==> src/rtl/delay_line_sensor_pkg.sv <==
// -----------------------------------------------------------------------------
// delay_line_sensor_pkg
// Shared types and helpers for the tapped delay-line sensor.
//   state_e        : measurement FSM states
//   POPCOUNT_MAX_W : widest match vector popcount() accepts
//   popcount()     : number of set bits in a (zero-extended) match vector
// -----------------------------------------------------------------------------
package delay_line_sensor_pkg;

  typedef enum logic [2:0] {
    IDLE    = 3'd0,
    LAUNCH  = 3'd1,
    CAPTURE = 3'd2,
    EVAL    = 3'd3,
    DONE    = 3'd4
  } state_e;

  // Callers zero-extend their tap vector to this width; upper bits stay 0
  // and collapse away in synthesis.
  localparam int unsigned POPCOUNT_MAX_W = 256;

  function automatic int unsigned popcount(input logic [POPCOUNT_MAX_W-1:0] v);
    int unsigned cnt;
    cnt = 0;
    for (int i = 0; i < POPCOUNT_MAX_W; i++) begin
      if (v[i]) cnt++;
    end
    return cnt;
  endfunction

endpackage

==> src/rtl/delay_line_sensor_chain.sv <==
// -----------------------------------------------------------------------------
// singlepath_2 / delay_line_chain
// singlepath_2     : one non-inverting delay stage (a_i -> y_o).
// delay_line_chain : NUM_STAGES singlepath_2 stages in series. Every stage
//                    net and instance is kept so synthesis cannot collapse
//                    the chain into a wire.
//   launch_i           in  1           edge injected into stage 0
//   stage_o            out NUM_STAGES  output of every stage, stage 0 first
// -----------------------------------------------------------------------------
module singlepath_2 (
  input  logic a_i,
  output logic y_o
);
  assign y_o = a_i;
endmodule

module delay_line_chain #(
  parameter int NUM_STAGES = 99
) (
  input  logic                  launch_i,
  output logic [NUM_STAGES-1:0] stage_o
);

  // Each stage owns separate nets so the chain is a plain series of wires
  // rather than a vector feeding back into itself.
  for (genvar k = 0; k < NUM_STAGES; k++) begin : g_stage
    (* keep *) logic stage_in;
    (* keep *) logic stage_out;

    if (k == 0) begin : g_first
      assign stage_in = launch_i;
    end else begin : g_next
      assign stage_in = g_stage[k-1].stage_out;
    end

    (* keep *) singlepath_2 u_stage (
      .a_i (stage_in),
      .y_o (stage_out)
    );

    assign stage_o[k] = stage_out;
  end

endmodule

==> src/rtl/delay_line_sensor.sv <==
// -----------------------------------------------------------------------------
// delay_line_sensor
// Launches a toggling edge into a kept delay chain, captures NUM_TAPS taps one
// clock later, counts the taps the edge reached (popcount, so bubbles in the
// thermometer code are tolerated) and sums NUM_SAMPLES such counts. The total
// is offered on a valid/ready handshake.
//
// Ports
//   clk           in  1        clock
//   rst           in  1        asynchronous reset, active high
//   start         in  1        request a measurement (only seen in IDLE)
//   busy          out 1        high in every state except IDLE
//   test_en       in  1        use test_taps as the match vector
//   test_taps     in  NUM_TAPS injected match vector (1 = tap propagated)
//   sample_valid  out 1        one-cycle pulse per evaluated sample
//   sample_count  out COUNT_W  popcount of that sample
//   result_valid  out 1        accumulated result available
//   result_ready  in  1        consumer takes the result
//   result        out ACC_W    sum over NUM_SAMPLES samples
//
// Optional build macro DELAY_LINE_SENSOR_MINMAX_EN adds:
//   min_count     out COUNT_W  smallest sample count of the run
//   max_count     out COUNT_W  largest sample count of the run
// -----------------------------------------------------------------------------
module delay_line_sensor
  import delay_line_sensor_pkg::*;
#(
  parameter  int NUM_STAGES  = 99,
  parameter  int NUM_TAPS    = 32,
  parameter  int TAP_OFFSET  = 0,
  parameter  int TAP_STRIDE  = 3,
  parameter  int NUM_SAMPLES = 16,
  localparam int COUNT_W     = $clog2(NUM_TAPS + 1),
  localparam int ACC_W       = COUNT_W + ((NUM_SAMPLES > 1) ? $clog2(NUM_SAMPLES) : 0)
) (
  input  logic                clk,
  input  logic                rst,
  input  logic                start,
  output logic                busy,
  input  logic                test_en,
  input  logic [NUM_TAPS-1:0] test_taps,
  output logic                sample_valid,
  output logic [COUNT_W-1:0]  sample_count,
  output logic                result_valid,
  input  logic                result_ready,
  output logic [ACC_W-1:0]    result
`ifdef DELAY_LINE_SENSOR_MINMAX_EN
  ,
  output logic [COUNT_W-1:0]  min_count,
  output logic [COUNT_W-1:0]  max_count
`endif
);

  localparam int SCNT_W = (NUM_SAMPLES > 1) ? $clog2(NUM_SAMPLES) : 1;

  // ---------------------------------------------------------------------------
  // Elaboration-time parameter checks
  // ---------------------------------------------------------------------------
  if (TAP_OFFSET + (NUM_TAPS - 1) * TAP_STRIDE >= NUM_STAGES) begin : g_bad_taps
    $error("delay_line_sensor: last tap lies beyond the end of the chain");
  end
  if (NUM_SAMPLES < 1) begin : g_bad_samples
    $error("delay_line_sensor: NUM_SAMPLES must be at least 1");
  end
  if (NUM_TAPS > POPCOUNT_MAX_W) begin : g_bad_width
    $error("delay_line_sensor: NUM_TAPS exceeds POPCOUNT_MAX_W");
  end

  // ---------------------------------------------------------------------------
  // Registers
  // ---------------------------------------------------------------------------
  state_e                state_q;
  logic                  launch_q;
  logic [NUM_TAPS-1:0]   cap_q;
  logic [ACC_W-1:0]      acc_q;
  logic [SCNT_W-1:0]     sample_cnt_q;
  logic                  busy_q;
  logic                  sample_valid_q;
  logic [COUNT_W-1:0]    sample_count_q;
  logic                  result_valid_q;
  logic [ACC_W-1:0]      result_q;

  // ---------------------------------------------------------------------------
  // Delay chain and tap selection
  // ---------------------------------------------------------------------------
  logic [NUM_STAGES-1:0] stage_out;
  logic [NUM_TAPS-1:0]   taps;

  delay_line_chain #(
    .NUM_STAGES (NUM_STAGES)
  ) u_chain (
    .launch_i (launch_q),
    .stage_o  (stage_out)
  );

  // NOTE: every signal assigned in always_comb gets a default first; a path
  // that leaves it unassigned would infer a latch.
  always_comb begin
    taps = '0;
    for (int t = 0; t < NUM_TAPS; t++) begin
      taps[t] = stage_out[TAP_OFFSET + t * TAP_STRIDE];
    end
  end

  // Stages between taps are observed only so they do not read as dead logic.
  logic unused_stages;
  assign unused_stages = ^stage_out;

  // ---------------------------------------------------------------------------
  // Match vector and per-sample count
  // ---------------------------------------------------------------------------
  // A tap matches when the captured level equals the launched level, i.e. the
  // new edge had already reached it at the capture edge.
  logic [NUM_TAPS-1:0]       match;
  logic [POPCOUNT_MAX_W-1:0] match_ext;
  logic [COUNT_W-1:0]        pop_d;
  logic [ACC_W-1:0]          acc_d;
  logic                      last_sample;

  always_comb begin
    match     = test_en ? test_taps : ~(cap_q ^ {NUM_TAPS{launch_q}});
    match_ext = '0;
    match_ext[NUM_TAPS-1:0] = match;
  end

  assign pop_d       = COUNT_W'(popcount(match_ext));
  assign acc_d       = acc_q + ACC_W'(pop_d);
  assign last_sample = (sample_cnt_q == SCNT_W'(NUM_SAMPLES - 1));

  // ---------------------------------------------------------------------------
  // Measurement FSM with registered outputs
  // ---------------------------------------------------------------------------
  // NOTE: sequential state uses non-blocking assignments only, so every
  // register samples values from before the clock edge.
  always_ff @(posedge clk or posedge rst) begin
    if (rst) begin
      state_q        <= IDLE;
      launch_q       <= 1'b0;
      cap_q          <= '0;
      acc_q          <= '0;
      sample_cnt_q   <= '0;
      busy_q         <= 1'b0;
      sample_valid_q <= 1'b0;
      sample_count_q <= '0;
      result_valid_q <= 1'b0;
      result_q       <= '0;
    end else begin
      sample_valid_q <= 1'b0;
      case (state_q)
        IDLE: begin
          if (start) begin
            state_q <= LAUNCH;
            busy_q  <= 1'b1;
          end
        end
        LAUNCH: begin
          // Alternate polarity so each launch produces a fresh edge.
          launch_q <= ~launch_q;
          state_q  <= CAPTURE;
        end
        CAPTURE: begin
          cap_q   <= taps;
          state_q <= EVAL;
        end
        EVAL: begin
          sample_count_q <= pop_d;
          sample_valid_q <= 1'b1;
          acc_q          <= acc_d;
          if (last_sample) begin
            sample_cnt_q   <= '0;
            result_q       <= acc_d;
            result_valid_q <= 1'b1;
            state_q        <= DONE;
          end else begin
            sample_cnt_q <= sample_cnt_q + SCNT_W'(1);
            state_q      <= LAUNCH;
          end
        end
        DONE: begin
          // Result is held unchanged until the consumer takes it.
          if (result_ready) begin
            acc_q          <= '0;
            result_valid_q <= 1'b0;
            busy_q         <= 1'b0;
            state_q        <= IDLE;
          end
        end
        default: begin
          state_q <= IDLE;
          busy_q  <= 1'b0;
        end
      endcase
    end
  end

  assign busy         = busy_q;
  assign sample_valid = sample_valid_q;
  assign sample_count = sample_count_q;
  assign result_valid = result_valid_q;
  assign result       = result_q;

`ifdef DELAY_LINE_SENSOR_MINMAX_EN
  // ---------------------------------------------------------------------------
  // Per-run min/max of the sample counts; the first sample of a run reloads
  // both so nothing carries over from the previous run.
  // ---------------------------------------------------------------------------
  logic [COUNT_W-1:0] min_q;
  logic [COUNT_W-1:0] max_q;

  always_ff @(posedge clk or posedge rst) begin
    if (rst) begin
      min_q <= '0;
      max_q <= '0;
    end else if (state_q == EVAL) begin
      if (sample_cnt_q == '0) begin
        min_q <= pop_d;
        max_q <= pop_d;
      end else begin
        if (pop_d < min_q) min_q <= pop_d;
        if (pop_d > max_q) max_q <= pop_d;
      end
    end
  end

  assign min_count = min_q;
  assign max_count = max_q;
`endif

endmodule

==> config.mk <==
export PLATFORM = sky130hd
export DESIGN_NAME = delay_line_sensor
export DESIGN_NICKNAME = d
export VERILOG_FILES = /design/src/rtl/delay_line_sensor_pkg.sv /design/src/rtl/delay_line_sensor_chain.sv /design/src/rtl/delay_line_sensor.sv
export SDC_FILE = /design/constraint.sdc
export NUM_CORES = 1
export LEC_CHECK = 0
export CAP_MARGIN = 10
export CORE_ASPECT_RATIO = 0.9
export CORE_MARGIN = 2
export CORE_UTILIZATION = 58
export CTS_CLUSTER_SIZE = 16
export DETAILED_ROUTE_END_ITERATION = 16
export PLACE_DENSITY = 0.8
export SKIP_CTS_REPAIR_TIMING = 1
export SYNTH_ARGS = -nofsm -noshare
export SYNTH_HDL_FRONTEND = slang
export SYNTH_HIERARCHICAL = 1
export SYNTH_SLANG_ARGS = --single-unit
==> constraint.sdc <==
create_clock -name clk -period 16.85 [get_ports clk]
set_clock_uncertainty 0.05 [all_clocks]
set_input_delay 2.5275 -clock clk [delete_from_list [all_inputs] [get_ports clk]]
set_output_delay 2.5275 -clock clk [all_outputs]
set_load 0.02 [all_outputs]
# Word level (Yosys, flattened, before mapping)
# Index checks and enable logic that the tools add are counted.
[word_totals]
word_cells = 109
reg_bits = 38
mem_bits_rw = 0
input_bits = 37
romBits = 0
latchBits = 0
n_memories = 0
out_inout_bits = 19
[classes]
magnitude_cmp = 0
n_mux = 46
eq_ne = 8
add_sub_neg = 33
mul = 0
shifts = 0
bitwise = 4
reduce_logical = 8
n_div = 0
[ops]
columns = ["cell", "count"]
rows = [
  ["two-way mux 6 bit", 31],
  ["adder 6 x 1 -> 6 bit (second input constant)", 30],
  ["two-way mux 32 bit", 1],
  ["NOT 32 bit", 1],
  ["XOR 32 bit", 1],
  ["one-hot mux 10 bit (2 select lines)", 1],
  ["one-hot mux 3 bit (5 select lines)", 1],
  ["adder 10 x 6 -> 10 bit", 1],
  ["two-way mux 10 bit", 1],
  ["two-way mux 3 bit", 3],
  ["equality test 3 x 2 -> 1 bit (second input constant)", 2],
  ["inequality test 2 bit (second input constant)", 3],
  ["AND reduction 2 bit", 3],
  ["AND reduction 3 bit", 2],
  ["two-way mux 1 bit", 5],
  ["adder 4 x 1 -> 4 bit (second input constant)", 1],
  ["equality test 4 bit (second input constant)", 1],
  ["two-way mux 4 bit", 1],
  ["equality test 3 x 1 -> 1 bit (second input constant)", 1],
  ["equality test 3 bit (second input constant)", 1],
  ["zero test 3 bit", 1],
  ["one-hot mux 1 bit (3 select lines)", 1],
  ["OR reduction 3 bit", 1],
  ["adder 1 x 1 -> 2 bit (second input constant)", 1],
  ["3 further kinds", 4],
]

# Longest topological paths before layout
[depth]
depth_word = 68
depth_mapped = 103
ltp_nobuf = 94

# Modules after synthesis
# Netlist, hierarchy kept.
[modules_own_cells]
columns = ["module", "n_inst", "seq_area_each_um2", "cells_each", "area_per_inst_um2"]
rows = [
  ["delay_line_sensor", 1, 1726.7, 1061, 9033.7],
  ["delay_line_chain", 1, 0.0, 198, 1486.4],
  ["singlepath_2", 99, 0.0, 1, 7.5],
]

# Worst setup path after synthesis
# No wires, ideal clock.
[synth_path]
path_kind = "input-to-reg"
from = "input test_en"
to = "register result_q[9], in the netlist result[9]"
arrival_ns = 20.448
setup_ns = 0.130
setup_slack_ns = -3.778
path_buffers = 10
stages = 102
required_time_ns = 16.670
path_cell_list = "buf_6 -> buf_6 -> buf_6 -> buf_4 -> buf_6 -> buf_4 -> buf_2 -> buf_2 -> buf_1 -> clkbuf_1 -> nor3_1 -> a21o_1 -> inv_1 -> ha_1 -> xnor2_2 -> ha_1 -> xnor3_1 -> o22ai_1 -> (+66 left out) -> nand2_1 -> a31oi_1 -> a211oi_1 -> o211ai_1 -> mux2_2 -> nand2_1 -> nor3_1 -> mux2i_1 -> nor4b_2 -> xnor2_1 -> xnor3_1 -> inv_1 -> ha_1 -> nor2b_1 -> o21a_1 -> nand3_1 -> xor2_1 -> o21ai_0"
[synth_via]
elab_chain_cells = 65
[synth_lines]
columns = ["item", "line_no", "rtl"]
rows = [
  ["from (decl)", "delay_line_sensor.sv:40", "input logic test_en,"],
  ["two-way mux 32 bit (*)", "delay_line_sensor.sv:121", "match = test_en ? test_taps : ~(cap_q ^ {NUM_TAPS{launch_q}});"],
  ["two-way mux 1 bit", "delay_line_sensor_pkg.sv:26", "if (v[i]) cnt++;"],
  ["adder 1 x 1 -> 2 bit", "delay_line_sensor_pkg.sv:26", ""],
  ["two-way mux 6 bit", "delay_line_sensor_pkg.sv:26", ""],
  ["adder 6 x 1 -> 6 bit", "delay_line_sensor_pkg.sv:26", ""],
  ["two-way mux 6 bit", "delay_line_sensor_pkg.sv:26", ""],
  ["adder 6 x 1 -> 6 bit", "delay_line_sensor_pkg.sv:26", ""],
  ["two-way mux 6 bit", "delay_line_sensor_pkg.sv:26", ""],
  ["(+50 left out)", "n/a", ""],
  ["adder 6 x 1 -> 6 bit", "delay_line_sensor_pkg.sv:26", ""],
  ["two-way mux 6 bit", "delay_line_sensor_pkg.sv:26", ""],
  ["adder 6 x 1 -> 6 bit", "delay_line_sensor_pkg.sv:26", ""],
  ["two-way mux 6 bit", "delay_line_sensor_pkg.sv:26", ""],
  ["adder 6 x 1 -> 6 bit", "delay_line_sensor_pkg.sv:26", ""],
  ["two-way mux 6 bit (*)", "delay_line_sensor_pkg.sv:26", ""],
  ["named net pop_d[5]", "delay_line_sensor.sv:116", "logic [COUNT_W-1:0] pop_d;"],
  ["adder 10 x 6 -> 10 bit (*)", "delay_line_sensor.sv:127", "assign acc_d = acc_q + ACC_W'(pop_d);"],
  ["to (signal assigned)", "delay_line_sensor.sv:146", "result_q <= '0;"],
  ["to (signal assigned)", "delay_line_sensor.sv:171", "result_q <= acc_d;"],
  ["to (decl)", "delay_line_sensor.sv:81", "logic [ACC_W-1:0] result_q;"],
]
# The timed path passes the listed nets; every way through them passes the cells marked *.
# A chain may end at the register's enable or synchronous reset.

# Worst setup path after layout
[layout_path]
from = "input test_en"
to = "register acc_q[9]"
[layout_via]
elab_chain_cells = 66
[layout_lines]
columns = ["item", "line_no", "rtl"]
rows = [
  ["two-way mux 32 bit (*)", "delay_line_sensor.sv:121", ""],
  ["two-way mux 1 bit", "delay_line_sensor_pkg.sv:26", ""],
  ["adder 1 x 1 -> 2 bit", "delay_line_sensor_pkg.sv:26", ""],
  ["two-way mux 6 bit", "delay_line_sensor_pkg.sv:26", ""],
  ["adder 6 x 1 -> 6 bit", "delay_line_sensor_pkg.sv:26", ""],
  ["two-way mux 6 bit", "delay_line_sensor_pkg.sv:26", ""],
  ["adder 6 x 1 -> 6 bit", "delay_line_sensor_pkg.sv:26", ""],
  ["two-way mux 6 bit", "delay_line_sensor_pkg.sv:26", ""],
  ["(+51 left out)", "n/a", ""],
  ["two-way mux 6 bit", "delay_line_sensor_pkg.sv:26", ""],
  ["adder 6 x 1 -> 6 bit", "delay_line_sensor_pkg.sv:26", ""],
  ["two-way mux 6 bit", "delay_line_sensor_pkg.sv:26", ""],
  ["adder 6 x 1 -> 6 bit", "delay_line_sensor_pkg.sv:26", ""],
  ["two-way mux 6 bit (*)", "delay_line_sensor_pkg.sv:26", ""],
  ["named net pop_d[4]", "delay_line_sensor.sv:116", ""],
  ["adder 10 x 6 -> 10 bit (*)", "delay_line_sensor.sv:127", ""],
  ["one-hot mux 10 bit (2 select lines) (*)", "delay_line_sensor.sv:149", "case (state_q)"],
  ["to (signal assigned)", "delay_line_sensor.sv:140", "acc_q <= '0;"],
  ["to (signal assigned)", "delay_line_sensor.sv:168", "acc_q <= acc_d;"],
  ["to (signal assigned)", "delay_line_sensor.sv:182", "acc_q <= '0;"],
  ["to (decl)", "delay_line_sensor.sv:75", "logic [ACC_W-1:0] acc_q;"],
]
# Marked as above.

==> insert_results.sql <==
INSERT INTO impl_metrics (metric_group, metric, value, unit) VALUES
('layout', 'layout.nets', '1329', ''),
('critical_path', 'required', '17.02', 'ns'),
('job', 'drv_cap', '0', ''),
('route', 'routed-via-count', '8439', ''),
('yosys', 'netlist_instances', '1187', ''),
('critical_path', 'worst_setup_path_start_kind', 'primary input', ''),
('placed_design', 'gp_routability_congestion', '0.9181', ''),
('clock_network', 'cts_buffer_depth', '2', ''),
('floorplan', 'boundaryPins', '56', ''),
('route', 'wl_per_cell', '16.19', 'um'),
('yosys', 'average_cell_area_after_synthesis', '8.407', 'um2'),
('route', 'finalWirelength', '23.79', 'mm'),
('critical_path', 'crit_path_max_incr_delay', '0.45', 'ns'),
('layout', 'most_frequent_standard_cell_in_the_layout_excluding_fill_and_tap_cells', 'sky130_fd_sc_hd__buf_4', ''),
('global_route', 'grt_max_degree', '71', ''),
('route', 'drt_iter0_drc', '446', ''),
('timing', 'fin_ws', '-1.519', 'ns'),
('timing', 'final_worst_path_period_need', '18.37', 'ns'),
('run_status', 'violated_checks', 'negative setup slack', ''),
('critical_path', 'arrival', '18.54', 'ns'),
('timing', 'final-hold-violation-count', '0', ''),
('timing', 'fmax', '54.44', 'MHz'),
('run_status', 'run_status', 'finished with violations', ''),
('clock_network', 'clock_tree_from_tritoncts', 'built', ''),
('critical_path', 'endpoint_kind', 'flop', ''),
('layout', 'proportion_of_layout_cells_with_a_drive_suffix_above_1', '28.38', '%'),
('yosys', 'syn_area', '0.009980', 'mm2'),
('layout', 'highest_count_cells_in_the_layout_ignoring_fill_and_taps', '161 x sky130_fd_sc_hd__buf_4, 121 x sky130_fd_sc_hd__nand2_1, 99 x sky130_fd_sc_hd__xnor2_1', ''),
('clock_network', 'number_of_clock_sinks', '69', ''),
('clock_network', 'ctsRootBufferMaster', 'sky130_fd_sc_hd__clkbuf_16', ''),
('placed_design', 'dpl_cell_area', '0.01105', 'mm2'),
('placed_design', 'post-dp-hpwl', '17.38', 'mm'),
('timing', 'finalMaxSlewViolations', '0', ''),
('route', 'drt_drc_violations_left', '0', ''),
('floorplan', 'die_height', '128.4', 'um'),
('floorplan', 'start_util', '59.28', '%'),
('placed_design', 'input_output_buffers', '55', ''),
('clock_network', 'cts_made_buffers', '9', ''),
('layout', 'postLayoutCellArea', '0.01181', 'mm2'),
('yosys', 'yosysWarningCount', '6', ''),
('floorplan', 'die_boundary_width', '142.3', 'um'),
('clock_network', 'h_tree_depth', '3', ''),
('floorplan', 'core_area', '0.01683', 'mm2'),
('critical_path', 'crit_slowest_cell', 'sky130_fd_sc_hd__or4_1', ''),
('timing', 'worst_slew_margin_rel', '32.66', '%'),
('timing', 'rsz0062_at_grt', 'true', ''),
('global_route', 'number_of_global_route_vias_before_repair', '8000', ''),
('timing', 'worst_slew_pin_slew', '1.005', 'ns'),
('global_route', 'grt_first_pass_wirelength', '38.22', 'mm'),
('global_route', 'grt_remaining_overflow', '0', ''),
('layout', 'area_delta_synth_final', '18.34', '%'),
('clock_network', 'cts.reportedPaths.clkPinSlew', '0.06', 'ns'),
('route', 'post_drt_via_cell_ratio', '5.745', ''),
('placed_design', 'placed_cells_incl_taps', '1437', ''),
('route', 'route.antenna.remaining_nets', '0', ''),
('global_route', 'grt.total_usage', '25.19', '%'),
('timing', 'finish_stage_setup_viols', '18', ''),
('critical_path', 'cp_common_cell', 'sky130_fd_sc_hd__ha_1', ''),
('floorplan', 'die-area', '0.01827', 'mm2'),
('yosys', 'mappedNetlistNets', '1263', ''),
('route', 'number_of_detailed_route_iterations_in_the_first_pass', '5', ''),
('layout', 'antennaDiodeCount', '0', ''),
('clock_network', 'clock_insertion_delay_worst_skew', '0.33', 'ns'),
('global_route', 'antenna_found_initial', '0', ''),
('critical_path', 'critical_path.max_fanout', '8', ''),
('floorplan', 'rows', '45', ''),
('min_path', 'hold_path.class', 'flop to flop', ''),
('timing', 'post-route-period-util', '109.0', '%'),
('layout', 'layout.cells.non_filler', '1469', ''),
('critical_path', 'worst-setup-path-type', 'primary input to flop', '');
[critical path: cells and delay by family]
| family | cells | cell delay, ns |
|---|---|---|
| xor gates and xnor gates | 13 | 2.36 |
| adders and majority gates | 16 | 4.44 |
| and+or+nand+nor | 16 | 2.13 |
| AOI/OAI and AO/OA | 35 | 5.03 |
| muxes | 8 | 1.82 |
| buffers and inverters | 2 | 0.17 |
[per-stage QoR]
| step | setup slack [ns] | utilization (%) | hold slack, ns | TNS, ns |
|---|---|---|---|---|
| 3_3_place_gp | -1.587 | 65.66 | 0.4137 | -20.42 |
| 3_5_place_dp | -2.168 | 65.66 | 0.4140 | -32.20 |
| 6_report | -1.519 | 70.15 | 0.4301 | -18.26 |
| 5_1_grt | -2.281 | 70.15 | 0.4590 | -33.39 |
| 2_1_floorplan | -2.264 | - | 0.4014 | -33.93 |
| 4_1_cts | -1.946 | 67.45 | 0.4346 | -26.78 |
[state kept, by name, indices dropped and copies added (netlist names)]
name	cells
sample_count	6
acc_q	10
result_valid	1
cap_q	32
result	10
launch_q	1
sample_valid	1
busy	1
sample_cnt_q	4
state_q	3
[worst paths after layout]
check	from	end	slack, ns	depth (start not counted)
max	test_en	acc_q[9]	-1.52	90
min	sample_count[2]	sample_count[2]	0.43	2
max reg2reg	launch_q	acc_q[9]	0.13	89
min reg2reg	sample_count[2]	sample_count[2]	0.43	2
max in group asynchronous	rst	launch_q	13.43	3
min in group asynchronous	rst	result[7]	2.72	3
[metal layers]
metal  vias to the layer above  GRT usage [%]  part of all wire (%)
li1                       4178              -                     -
met1                      4064          34.04                    46
met2                       161          43.71                    49
met3                        36          2.531                   3.3
met4                         0          6.118                   1.9
met5                         -              0                     0
[area by class of cell]
| cell class | count | area [um2] |
|---|---|---|
| clock buffers | 9 | 225.2 |
| clock inverters | 7 | 75.07 |
| fillers | 1196 | 5025 |
| inverters | 40 | 150.1 |
| multi-input cells | 915 | 7569 |
| flip-flops and latches | 69 | 1728 |
| well taps | 211 | 264.0 |
| repair buffers | 218 | 1799 |
Power is not shown: default switching activity piles up to over one toggle a cycle in this logic, so the estimate is an artifact.
